## src/rtl/p5_alu_seq.sv

```systemverilog
// p5_alu_seq: command sequencer that wraps the 16-bit datapath ALU.
// It runs single-cycle ops (ADD/SUB/AND/NOT/CMP) and a shift-and-add MUL,
// and it holds the result and N/V/Z status registers for the control FSM.
module p5_alu_seq #(
  parameter int WIDTH      = 16,
  parameter bit EARLY_EXIT = 1'b1
) (
  input  logic             clk,
  input  logic             rst_n,
  input  logic             start,
  input  logic [2:0]       cmd,
  input  logic [WIDTH-1:0] opa,
  input  logic [WIDTH-1:0] opb,
  output logic             busy,
  output logic             done,
  output logic             err,
  output logic [WIDTH-1:0] result,
  output logic             flag_n,
  output logic             flag_v,
  output logic             flag_z,
  output logic [WIDTH-1:0] alu_a,
  output logic [WIDTH-1:0] alu_b,
  output logic [1:0]       alu_op,
  input  logic [WIDTH-1:0] alu_out,
  input  logic             alu_n,
  input  logic             alu_v,
  input  logic             alu_z
);

  localparam int CW = $clog2(WIDTH);

  localparam logic [1:0] S_IDLE = 2'd0;
  localparam logic [1:0] S_EXEC = 2'd1;
  localparam logic [1:0] S_MUL  = 2'd2;
  localparam logic [1:0] S_DONE = 2'd3;

  localparam logic [2:0] C_ADD = 3'b000;
  localparam logic [2:0] C_SUB = 3'b001;
  localparam logic [2:0] C_AND = 3'b010;
  localparam logic [2:0] C_NOT = 3'b011;
  localparam logic [2:0] C_MUL = 3'b100;
  localparam logic [2:0] C_CMP = 3'b101;

  logic [1:0]       state;
  logic [2:0]       cmd_q;
  logic [WIDTH-1:0] a_q;
  logic [WIDTH-1:0] b_q;
  logic [WIDTH-1:0] acc;
  logic [WIDTH-1:0] mcand;
  logic [WIDTH-1:0] mplier;
  logic [CW-1:0]    count;
  logic             ovf;

  logic [WIDTH-1:0] mplier_nx;
  logic [WIDTH-1:0] acc_nx;
  logic             carry;
  logic             ovf_nx;
  logic             mul_last;

  assign busy = (state == S_EXEC) || (state == S_MUL);
  assign done = (state == S_DONE);
  assign err  = done && (cmd_q > C_CMP);

  // One MUL iteration: conditional accumulate, unsigned overflow tracking, exit test.
  // Overflow also covers multiplicand bits about to be shifted out while multiplier bits remain.
  always_comb begin
    mplier_nx = mplier >> 1;
    carry     = (acc[WIDTH-1] & mcand[WIDTH-1]) |
                ((acc[WIDTH-1] | mcand[WIDTH-1]) & ~alu_out[WIDTH-1]);
    acc_nx    = mplier[0] ? alu_out : acc;
    ovf_nx    = ovf | (mplier[0] & carry) | (mcand[WIDTH-1] & (mplier_nx != '0));
    mul_last  = (count == CW'(WIDTH-1)) || (EARLY_EXIT && (mplier_nx == '0));
  end

  // ALU operand/opcode steering; idle states present zeros.
  always_comb begin
    alu_a  = '0;
    alu_b  = '0;
    alu_op = 2'b00;
    case (state)
      S_EXEC: begin
        alu_a = a_q;
        alu_b = b_q;
        case (cmd_q)
          C_ADD:   alu_op = 2'b00;
          C_SUB:   alu_op = 2'b01;
          C_AND:   alu_op = 2'b10;
          C_NOT:   alu_op = 2'b11;
          C_CMP:   alu_op = 2'b01;
          default: alu_op = 2'b00;
        endcase
      end
      S_MUL: begin
        alu_a  = acc;
        alu_b  = mcand;
        alu_op = 2'b00;
      end
      default: ;
    endcase
  end

  // Sequencer state, operand capture, multiplier datapath and status registers.
  always_ff @(posedge clk or negedge rst_n) begin
    if (!rst_n) begin
      state  <= S_IDLE;
      cmd_q  <= '0;
      a_q    <= '0;
      b_q    <= '0;
      acc    <= '0;
      mcand  <= '0;
      mplier <= '0;
      count  <= '0;
      ovf    <= 1'b0;
      result <= '0;
      flag_n <= 1'b0;
      flag_v <= 1'b0;
      flag_z <= 1'b0;
    end else begin
      case (state)
        S_IDLE: begin
          if (start) begin
            cmd_q <= cmd;
            a_q   <= opa;
            b_q   <= opb;
            if (cmd == C_MUL) begin
              if (EARLY_EXIT && (opb == '0)) begin
                result <= '0;
                flag_n <= 1'b0;
                flag_v <= 1'b0;
                flag_z <= 1'b1;
                state  <= S_DONE;
              end else begin
                acc    <= '0;
                mcand  <= opa;
                mplier <= opb;
                count  <= '0;
                ovf    <= 1'b0;
                state  <= S_MUL;
              end
            end else if (cmd <= C_CMP) begin
              state <= S_EXEC;
            end else begin
              state <= S_DONE;
            end
          end
        end
        S_EXEC: begin
          if (cmd_q != C_CMP) result <= alu_out;
          flag_n <= alu_n;
          flag_v <= alu_v;
          flag_z <= alu_z;
          state  <= S_DONE;
        end
        S_MUL: begin
          acc    <= acc_nx;
          ovf    <= ovf_nx;
          mcand  <= mcand << 1;
          mplier <= mplier_nx;
          count  <= count + CW'(1);
          if (mul_last) begin
            result <= acc_nx;
            flag_n <= acc_nx[WIDTH-1];
            flag_z <= (acc_nx == '0);
            flag_v <= ovf_nx;
            state  <= S_DONE;
          end
        end
        S_DONE:  state <= S_IDLE;
        default: state <= S_IDLE;
      endcase
    end
  end

endmodule

```

## config.mk

```make
export PLATFORM = sky130hd
export DESIGN_NAME = p5_alu_seq
export DESIGN_NICKNAME = d
export VERILOG_FILES = /design/src/rtl/p5_alu_seq.sv
export SDC_FILE = /design/constraint.sdc
export NUM_CORES = 1
export LEC_CHECK = 0
export BUFFER_PORTS_ARGS = -buffer_cell sky130_fd_sc_hd__buf_2
export CELL_PAD_IN_SITES_DETAIL_PLACEMENT = 0
export CELL_PAD_IN_SITES_GLOBAL_PLACEMENT = 1
export CORE_UTILIZATION = 45
export DETAILED_ROUTE_END_ITERATION = 10
export HOLD_SLACK_MARGIN = 0.12
export PLACE_DENSITY = 0.81
export SYNTH_ARGS = -nofsm -noshare
export SYNTH_HDL_FRONTEND = slang
export SYNTH_SLANG_ARGS = --single-unit
```

## constraint.sdc

```tcl
create_clock -name clk -period 3.3 [get_ports clk]
set_input_delay 0.33 -clock clk [delete_from_list [all_inputs] [get_ports clk]]
set_output_delay 0.33 -clock clk [all_outputs]
set_load 0.05 [all_outputs]
```

==> metrics.md <==
| Metric | Value |
|---|---|
| Placed Instance Area | `6406 µm²` |
| Reg-to-Reg Start | `state[1]$_DFFE_PN0P_` |
| Avg Cell Area, Syn | `10.10 µm²` |
| Starting Density | `0.4685` |
| Setup tns final | `0 ps` |
| Hold-fix buffers at CTS | `0` |
| Clk slew on worst S/H paths | `60 ps` |
| P_sw | `just under 4000 µW` |
| Critical path class | `reg2out` |
| Iter 0 DRT Violations | `374` |
| Initial antenna violation count | `0` |
| Pwr per Cell Area | `1196 nW/µm²` |
| Sequential fraction of the synthesis area | `0.4787` |
| CTS tree | `yes` |
| Worst Setup End Kind | `output pin` |
| Area share of the leading cell type in the synthesized netlist | `0.4787` |
| Post-synthesis cell count | `564` |
| CTS sink cnt | `109` |
| Number of synthesized register bits | `109` |
| Area delta synth->final | `17.76%` |
| Yosys warnings | `0` |
| Antenna Nets Post-Route | `0` |
| Setup crit start kind | `flop` |
| Leak | `about 0.0030 µW` |
| WP data arrival | `around 2600 ps` |
| Via/cell ratio | `5.939` |
| Crit-path max cell delay | `roughly 1100 ps` |
| Post-synth EDFFs | `0` |
| Slew @ Worst Pin | `approximately 1200 ps` |
| Fmax | `347.2 MHz` |
| Post-CTS Resized | `0` |
| Maximum vdd drop | `975.0 µV` |
| Final WL | `16210 µm` |
| H-tree depth | `3` |
| Sequential Power Share | `0.300` |
| Crit-path cells | `inv_1, ha_1, nor2b_1, buf_2` |
| # port buffers | `112` |
| GP Congestion | `~0.87` |
| Flop2flop setup slack | `830 ps` |
| Die width | `114.5 µm` |
| Max Cap Violations | `0` |
| Fin nets | `722` |
| RSZ-0062 raised after global routing | `false` |
| Status | `completed` |
| Async SR Flop Fraction | `1.000` |
| Max Fanout on Critical Path | `44` |
| Final HPWL DP | `11520 µm` |
| Remaining global-route overflow | `0` |
| Core ar. | `12160 µm²` |
| All-Layer GR Usage | `0.2583` |
| # diodes | `0` |
| Wire per inst | `19.46 µm` |
| Area leader, netlist | `dfrtp_1` |
| CTS Buf Count | `9` |
| Layout cells sized above 1 | `0.3053` |
| Critical path's slowest cell | `ha_1` |
| Hold_ws | `195.1 ps` |
| Endpoints failing setup | `0` |
| Max Slew Vio Count | `0` |
| HP Class | `in2async` |
| Fin util | `0.5517` |
| Clock power frac | `0.140` |
| Top cells by count, synth | `109 x dfrtp_1, 62 x nand2_1, 61 x o22ai_1` |
| Via count | `4947` |
| Post-route design area | `6710 µm²` |
| Setup bufs post-CTS | `0` |
| 1st-pass router iterations | `5` |
| Clk_lat worst skew | `350 ps` |
| Fin crit share | `0.8727` |
| Area of the mapped netlist | `5698 µm²` |
| Switching share of power | `0.4865` |
| Fin crit period | `roughly 2900 ps` |
| Synth area leaders | `dfrtp_1 48%, mux2_2 7.9%, o22ai_1 6.7%, a22oi_1 4.7%, nand2_1 4.1%` |
| CTS max path bufs | `2` |
| Core Rows | `40` |
| Max Clock Skew | `7.343 ps` |
| Slew HR | `0.1679` |
| Die Height | `114.5 µm` |
| Drc violations | `0` |
| Reg2Reg Depth | `5` |
| Critical Path RT | `2970 ps` |
| Most common cell in the synthesized netlist | `dfrtp_1` |
| Logic pwr share | `0.560` |
| Buf+Inv Stages, Crit Path | `2` |
| Internal power | `4122 µW` |
| Post-Syn Nets | `626` |
| Synth unique cells | `between 40 and 50` |
| Clock root buffer | `clkbuf_16` |
| Delay-heaviest family, CP | `adder cells` |
| Crit Reg-Reg Endpoint | `result[0]$_DFFE_PN0P_` |
| Vias in the first global route | `4688` |
| IO Count | `113` |
| Top FF cell, synth | `dfrtp_1` |
| Global-route wire length before repair | `25880 µm` |
| Pin count of the biggest net entering global routing | `87` |
| Die area | `13120 µm²` |
| Final Hold Fails | `0` |
## power by group through the flow
| stage | Combinational (µW) | Clock, µW | Sequential [µW] |
|---|---|---|---|
| CTS | 4510 | 1140 | 2400 |
| floorplan | 3210 | 0 | 2590 |
| detailed placement | 4500 | 0 | 2430 |
| global route | 4820 | 1200 | 2480 |
| global placement | 4410 | 0 | 2390 |
| finish | 4500 | 1120 | 2410 |
## cells in the final DEF (no fill, tap or decap), types with 2 or more instances in the layout
cell type	instances
buf_2	111
dfrtp_1	109
nand2_1	62
o22ai_1	61
mux2_2	40
a22oi_1	36
a21oi_1	35
nor2b_1	34
nand3_1	34
buf_4	20
a21boi_0	15
nor2_1	10
mux2_4	10
clkbuf_16	9
o21ai_0	8
nor4_1	7
inv_1	6
mux2i_1	5
ha_1	5
nor4_2	4
nand4_1	3
and3_1	2
a32o_1	2
and2_1	2
nor3_1	2
a221o_1	2
or4_1	2
mux2_1	2
clkbuf_1	2
clkbuf_8	2
## worst reg2reg max path, stage by stage, from the launching register on
cell      delay (ps)
dfrtp_1          420
inv_1             90
ha_1            1120
buf_4            350
a21boi_0         250
mux2_2           190
## layer usage
metal / part of all wire / track usage
met5: 0 / 0
met4: 0.021 / 0.08658
met3: 0.066 / 0.04235
met2: 0.47 / 0.3980
met1: 0.45 / 0.3704
## state kept, by name, indices dropped and copies added (netlist names)
register,cells
flag_v,1
mcand,16
b_q,16
ovf,1
acc,16
state,2
cmd_q,3
mplier,16
flag_z,1
count,4
flag_n,1
result,16
a_q,16
## worst max-delay path by stage
stage | from | end | depth (start not counted)
2_1_floorplan | state[1]$_DFFE_PN0P_ | alu_a[11] | 4
3_3_place_gp | state[1]$_DFFE_PN0P_ | alu_a[10] | 4
3_5_place_dp | state[1]$_DFFE_PN0P_ | alu_a[10] | 4
4_1_cts | state[1]$_DFFE_PN0P_ | alu_a[10] | 4
5_1_grt | state[1]$_DFFE_PN0P_ | alu_b[2] | 4
6_report | state[1]$_DFFE_PN0P_ | alu_a[15] | 4
## cell type report
cell class | count | area, µm²
Inverter | 7 | 26.28
Fill cell | 1104 | 5451
Clock inverter | 3 | 43.79
Multi-Input combinational cell | 402 | 2736
Timing Repair Buffer | 131 | 705.7
Clock buffer | 13 | 260.3
Sequential cell | 109 | 2728
Tap cell | 168 | 210.2
## per-stage QoR
step	total power (µW)	setup WS (ps)	cells
5_1_grt	8500	198.5	833
4_1_cts	8051	387.2	833
6_report	8027	420.2	833
2_1_floorplan	5810	864.0	564
3_3_place_gp	6809	833.7	817
3_5_place_dp	6921	765.6	817
## logic make-up (layout without fill, tap and decap cells)
group,count (synthesis),in the layout,synth area share
flip-flops,109,109,0.4787
AND/OR/NAND/NOR,169,169,0.1548
buffers and inverters,53,154,0.04172
adder cells (fa/ha/maj),6,6,0.01274
AO/OA/AOI/OAI,170,170,0.1939
multiplexers,57,57,0.1181
No activity file was read; power rests on OpenSTA's default activity.
